===== src/rtl/alu_eval_pkg.sv =====
// Shared opcode and flag definitions for the pipelined evaluation ALU.
package alu_eval_pkg;

    typedef enum logic [2:0] {
        OP_ADD  = 3'd0,
        OP_ADDC = 3'd1,
        OP_CAT  = 3'd2,
        OP_RAND = 3'd3,
        OP_ROR  = 3'd4,
        OP_ACC  = 3'd5,
        OP_ACLR = 3'd6,
        OP_RSVD = 3'd7
    } alu_op_e;

    typedef struct packed {
        logic carry;
        logic zero;
        logic err;
    } alu_flags_t;

endpackage


===== src/rtl/alu_eval_pipe_if.sv =====
// Operand/result handshake bundle for alu_eval_pipe; slave is the ALU side.
interface alu_eval_pipe_if #(
    parameter int W = 8
);
    localparam int RW = 2 * W;

    logic          in_valid;
    logic          in_ready;
    logic [2:0]    op;
    logic [W-1:0]  a;
    logic [W-1:0]  b;
    logic          cin;
    logic          out_valid;
    logic          out_ready;
    logic [RW-1:0] result;
    logic          carry;
    logic          zero;
    logic          err;

    modport slave (
        input  in_valid, op, a, b, cin, out_ready,
        output in_ready, out_valid, result, carry, zero, err
    );

    modport master (
        output in_valid, op, a, b, cin, out_ready,
        input  in_ready, out_valid, result, carry, zero, err
    );

endinterface


===== src/rtl/alu_eval_core.sv =====
// Combinational operation datapath; acc is the live accumulator so ACC beats chain.
module alu_eval_core
    import alu_eval_pkg::*;
#(
    parameter int W = 8
) (
    input  alu_op_e          op,
    input  logic [W-1:0]     a,
    input  logic [W-1:0]     b,
    input  logic             cin,
    input  logic [2*W-1:0]   acc,
    output logic [2*W-1:0]   res,
    output logic             carry,
    output logic             err
);
    localparam int RW = 2 * W;

    logic [W:0]  sum;
    logic [RW:0] acc_sum;

    assign sum     = {1'b0, a} + {1'b0, b} + {{W{1'b0}}, (op == OP_ADDC) && cin};
    assign acc_sum = {1'b0, acc} + {{(W+1){1'b0}}, a};

    always_comb begin
        res   = '0;
        carry = 1'b0;
        err   = 1'b0;
        unique case (op)
            OP_ADD, OP_ADDC: begin
                res   = {{(W-1){1'b0}}, sum};
                carry = sum[W];
            end
            OP_CAT:  res = {a, b};
            OP_RAND: res[0] = &b;
            OP_ROR:  res[0] = |b;
            OP_ACC: begin
                res   = acc_sum[RW-1:0];
                carry = acc_sum[RW];
            end
            OP_ACLR: res = '0;
            OP_RSVD: err = 1'b1;
        endcase
    end

endmodule


===== src/rtl/alu_eval_pipe.sv =====
// Two-stage pipelined evaluation ALU with valid/ready backpressure and a running accumulator.
module alu_eval_pipe
    import alu_eval_pkg::*;
#(
    parameter int W = 8
) (
    input  logic            clk,
    input  logic            rst_n,
    alu_eval_pipe_if.slave  bus
);
    localparam int RW = 2 * W;

    alu_op_e       op_in;
    logic [RW-1:0] acc;
    logic [RW-1:0] core_res;
    logic          core_carry;
    logic          core_err;

    logic          s1_valid;
    logic [RW-1:0] s1_result;
    logic          s1_carry;
    logic          s1_err;

    logic          s2_valid;
    logic [RW-1:0] s2_result;
    alu_flags_t    s2_flags;

    logic          s1_advance;
    logic          accept;

    assign op_in      = alu_op_e'(bus.op);
    assign s1_advance = s1_valid && (!s2_valid || bus.out_ready);
    assign bus.in_ready = !s1_valid || s1_advance;
    assign accept     = bus.in_valid && bus.in_ready;

    alu_eval_core #(.W(W)) u_core (
        .op    (op_in),
        .a     (bus.a),
        .b     (bus.b),
        .cin   (bus.cin),
        .acc   (acc),
        .res   (core_res),
        .carry (core_carry),
        .err   (core_err)
    );

    // acc only moves on an accepted beat, so stalls can never double-apply an ACC
    always_ff @(posedge clk or negedge rst_n) begin
        if (!rst_n) begin
            acc <= '0;
        end else if (accept && (op_in == OP_ACC || op_in == OP_ACLR)) begin
            acc <= core_res;
        end
    end

    always_ff @(posedge clk or negedge rst_n) begin
        if (!rst_n) begin
            s1_valid  <= 1'b0;
            s1_result <= '0;
            s1_carry  <= 1'b0;
            s1_err    <= 1'b0;
        end else if (accept) begin
            s1_valid  <= 1'b1;
            s1_result <= core_res;
            s1_carry  <= core_carry;
            s1_err    <= core_err;
        end else if (s1_advance) begin
            s1_valid  <= 1'b0;
        end
    end

    always_ff @(posedge clk or negedge rst_n) begin
        if (!rst_n) begin
            s2_valid  <= 1'b0;
            s2_result <= '0;
            s2_flags  <= '0;
        end else if (s1_advance) begin
            s2_valid       <= 1'b1;
            s2_result      <= s1_result;
            s2_flags.carry <= s1_carry;
            s2_flags.zero  <= (s1_result == '0);
            s2_flags.err   <= s1_err;
        end else if (bus.out_ready) begin
            s2_valid  <= 1'b0;
        end
    end

    assign bus.out_valid = s2_valid;
    assign bus.result    = s2_result;
    assign bus.carry     = s2_flags.carry;
    assign bus.zero      = s2_flags.zero;
    assign bus.err       = s2_flags.err;

endmodule


===== src/flat_wrapper.sv =====
// flat-port wrapper written by rule: the top's interface ports become plain ports
module alu_eval_pipe_flat import alu_eval_pkg::*;
#(
    parameter int W = 8
)
  (clk, rst_n, bus_in_valid, bus_op, bus_a, bus_b, bus_cin, bus_out_ready, bus_in_ready, bus_out_valid, bus_result, bus_carry, bus_zero, bus_err);
  alu_eval_pipe_if #(.W(W)) bus_i ();
  input  logic clk;
  input  logic rst_n;
  input wire logic [$bits(bus_i.in_valid)-1:0] bus_in_valid;
  input wire logic [$bits(bus_i.op)-1:0] bus_op;
  input wire logic [$bits(bus_i.a)-1:0] bus_a;
  input wire logic [$bits(bus_i.b)-1:0] bus_b;
  input wire logic [$bits(bus_i.cin)-1:0] bus_cin;
  input wire logic [$bits(bus_i.out_ready)-1:0] bus_out_ready;
  output wire logic [$bits(bus_i.in_ready)-1:0] bus_in_ready;
  output wire logic [$bits(bus_i.out_valid)-1:0] bus_out_valid;
  output wire logic [$bits(bus_i.result)-1:0] bus_result;
  output wire logic [$bits(bus_i.carry)-1:0] bus_carry;
  output wire logic [$bits(bus_i.zero)-1:0] bus_zero;
  output wire logic [$bits(bus_i.err)-1:0] bus_err;
  assign bus_i.in_valid = bus_in_valid;
  assign bus_i.op = bus_op;
  assign bus_i.a = bus_a;
  assign bus_i.b = bus_b;
  assign bus_i.cin = bus_cin;
  assign bus_i.out_ready = bus_out_ready;
  assign bus_in_ready = bus_i.in_ready;
  assign bus_out_valid = bus_i.out_valid;
  assign bus_result = bus_i.result;
  assign bus_carry = bus_i.carry;
  assign bus_zero = bus_i.zero;
  assign bus_err = bus_i.err;
  alu_eval_pipe #(.W(W)) u_core (.clk(clk), .rst_n(rst_n), .bus(bus_i));
endmodule

===== config.mk =====
export PLATFORM = sky130hd
export DESIGN_NAME = alu_eval_pipe_flat
export DESIGN_NICKNAME = d
export VERILOG_FILES = /design/src/rtl/alu_eval_pkg.sv /design/src/rtl/alu_eval_pipe_if.sv /design/src/rtl/alu_eval_core.sv /design/src/rtl/alu_eval_pipe.sv /design/src/flat_wrapper.sv
export SDC_FILE = /design/constraint.sdc
export NUM_CORES = 1
export LEC_CHECK = 0
export ABC_CLOCK_PERIOD_IN_PS = 2340
export CAP_MARGIN = 20
export CORE_ASPECT_RATIO = 1.75
export CORE_UTILIZATION = 55
export DETAILED_ROUTE_END_ITERATION = 12
export GPL_TIMING_DRIVEN = 0
export PLACE_DENSITY = 0.79
export REMOVE_ABC_BUFFERS = 1
export SLEW_MARGIN = 20
export SYNTH_ARGS = -nofsm -noshare
export SYNTH_HDL_FRONTEND = slang
export SYNTH_SLANG_ARGS = --single-unit

===== constraint.sdc =====
create_clock -name clk -period 2.34 [get_ports clk]
set_input_delay 0.468 -clock clk [delete_from_list [all_inputs] [get_ports clk]]
set_output_delay 0.468 -clock clk [all_outputs]
set_load 0.1 [all_outputs]

==> results_dict.tcl <==
set metrics [dict create \
    grt_use_total 0.272 \
    multi_input_area_um2 1920 \
    ys_async_sr_fraction 1.00 \
    die_h_um 104 \
    antenna_cells 0 \
    synthCells 330 \
    endpoint "u_core.acc[8]$_DFFE_PN0P_" \
    ys_warn_count 0 \
    r2r_slack_ns 0.11 \
    yosys_most_used_dff "dfrtp_1" \
    cts_made_buffers 5 \
    dpl_cell_area_um2 3710 \
    area_growth_pct 24.4 \
    power.density_nw_per_um2 802 \
    hold_class "primary input to asynchronous set/reset pin" \
    timing.slew.headroom 0.328 \
    clock_sinks 55 \
    reg2reg_from "u_core.acc[0]$_DFFE_PN0P_" \
    arrival_ns 2.56 \
    row_count 36 \
    drv_cap 0 \
    setup_viol 1 \
    start_kind "primary input" \
    routedWlPerCell_um 17.5 \
    ys_ff_latch 55 \
    io_pins 45 \
    clock_skew_ns 0.0166 \
    cellLeakagePower_nw 1.81 \
    num_vias 2788 \
    layoutNonFillerInstCount 455 \
    yosysSeqAreaShare 0.420 \
    synth.avg_cell_area_um2 9.92 \
    first_iter_violations 142 \
    cts_tree "built" \
    antenna_found_initial 0 \
    num-nets-final 420 \
    place_inst 435 \
    final_max_slew_viol_count 0 \
    clk_path_buf_depth 2 \
    dp_hpwl_mm 5.60 \
    root_buffer "clkbuf_8" \
    r2r-end "u_core.s1_result[8]$_DFFE_PN0P_" \
    wirelength_mm 7.94 \
    setup_ws_ns -0.00512 \
    status "complete, but fails checks" \
    start_util 0.582 \
    fmax_mhz 426 \
    grt_overflow_total 0 \
    startpoint "bus_op[2]" \
    report.final.hold_viol_count 0 \
    min_period_over_period 1.00 \
    gp_congestion 0.930 \
    drc 0 \
    crit_type "primary input to flop" \
    end_kind "flop" \
    synth_edf_count 0 \
    ir_worst_vdd_uv 396 \
    worst_pin_slew_ns 1.00 \
    syn-cell-area_um2 3270 \
    drive_gt1_frac 0.208 \
    yosysUniqueCellTypes 58 \
    clk_pin_slew_ns 0.12 \
    dieArea_um2 6280 \
    critical_path_required_ns 2.56 \
    grt_pass1_wl_mm 12.9 \
    violations "negative setup slack" \
    min_period_ns 2.35 \
    cts-htree-levels 2 \
    final_cell_area_um2 4070 \
    io_buffers 44 \
    rsz0062_at_grt "yes" \
    via_per_inst 6.13 \
    grt_pass1_vias 2626 \
    reg2regPathDepth 8 \
    most-common-layout-cells "55 x dfrtp_1, 33 x nand2_1, 29 x o21ai_0, 24 x clkdlybuf4s50_1" \
    core_area_um2 5630 \
    grt_max_degree 56 \
    hold_slack_ns 0.182 \
    insertion_delay_ns 0.32 \
    dr.pass1.iters 5 \
    die_x_um 60.3 \
    fin_tns_setup_ns -0.00512 \
    final_common_cell "dfrtp_1" \
    fillCellCount 391 \
    ctsHoldBuffers 0 \
    regArea_um2 1380 \
    cp_max_fo 3 \
    ant_nets 0 \
]
==> cell families (layout without fill, tap and decap cells) <==
group / after synthesis / after routing / synth area share
buffers and inverters: 24 / 73 / 0.0386
multiplexers: 20 / 20 / 0.0688
XOR/XNOR: 18 / 18 / 0.0481
AND/OR/NAND/NOR: 91 / 91 / 0.142
adder cells (fa/ha/maj): 18 / 18 / 0.0757
AO/OA/AOI/OAI: 104 / 104 / 0.207
flip-flops: 55 / 55 / 0.420
==> per-stage QoR <==
stage          power (mW)  setup WS [ns]   util
5_1_grt              3.42        -0.0784  0.723
3_5_place_dp         2.63          -1.47  0.660
2_1_floorplan        2.27          -1.33      -
3_3_place_gp         2.61          -1.45  0.660
6_report             3.27       -0.00512  0.723
4_1_cts              3.21         -0.177  0.700
==> power by group <==
| part | leakage (nW) | total [mW] | internal, mW | switching [mW] |
|---|---|---|---|---|
| registers | 0.706 | 1.23 | 1.11 | 0.118 |
| logic | 1.06 | 1.48 | 0.490 | 0.993 |
| clock network | 0.0485 | 0.555 | 0.216 | 0.340 |
| total | 1.81 | 3.27 | 1.82 | 1.45 |
==> critical path, stage by stage <==
cell	delay, ns
buf_12	0.08
nor2_4	0.04
and3_4	0.16
fa_2	0.37
inv_2	0.07
fa_2	0.21
nor2b_2	0.05
o31a_1	0.28
o311a_4	0.35
o31ai_4	0.26
o21a_1	0.17
o21ai_1	0.05
==> worst min-delay path by stage <==
stage | start | endpoint | slack, ns | depth (start not counted)
after floorplan | rst_n | u_core.acc[0]$_DFFE_PN0P_ | 0.17 | 0
after global placement | u_core.bus.zero$_DFFE_PN0P_ | u_core.bus.zero$_DFFE_PN0P_ | 0.46 | 2
after detailed placement | u_core.bus.zero$_DFFE_PN0P_ | u_core.bus.zero$_DFFE_PN0P_ | 0.48 | 2
after CTS | rst_n | u_core.acc[10]$_DFFE_PN0P_ | 0.21 | 1
after global routing | rst_n | u_core.bus.result[12]$_DFFE_PN0P_ | 0.24 | 1
final | rst_n | u_core.bus.result[2]$_DFFE_PN0P_ | 0.18 | 1
==> per-layer routing <==
metal | up-vias | GRT usage | wire, µm
met5 | - | 0 | 0
met4 | 0 | 0.131 | 304
met3 | 28 | 0.0386 | 398
met2 | 110 | 0.456 | 4240
met1 | 1335 | 0.326 | 2990
li1 | 1315 | - | -
==> cell type report <==
type,count,area share
inverters,9,0.00829
well taps,76,0.0233
multi-input cells,251,0.471
flip-flops and latches,55,0.338
clock buffers,5,0.0169
repair buffers,56,0.137
clock inverters,3,0.00553
==> Yosys cell counts (2+ instances only) <==
cell,number,area (µm²)
a21o_1,3,22.5
o21ai_0,32,160
buf_2,4,20.0
nand2_1,33,124
a31oi_1,7,43.8
nand4_1,4,25.0
fa_1,3,60.1
xor2_1,8,70.1
o31ai_1,2,15.0
xnor2_1,10,87.6
mux2_2,20,225
and3_1,8,50.1
clkbuf_8,2,27.5
o211ai_1,3,22.5
inv_1,9,33.8
and2_1,3,18.8
a222oi_1,2,20.0
a22oi_1,3,22.5
ha_1,15,188
nor4_1,7,43.8
a21oi_1,24,120
o21a_1,3,22.5
a22o_1,2,17.5
nand3_1,10,50.1
o21bai_1,3,22.5
o31a_1,3,26.3
a21boi_0,2,15.0
clkbuf_1,7,26.3
nor2_1,13,48.8
nand2b_1,3,18.8
dfrtp_1,55,1380
==> timing repair <==
item	4_1_cts	5_1_grt
gates resized for setup	54	24
setup buffers	7	4
endpoints found under the setup margin	34	28
pin swaps	9	11
gates cloned	0	0
Power figures use the tool's default switching activity.
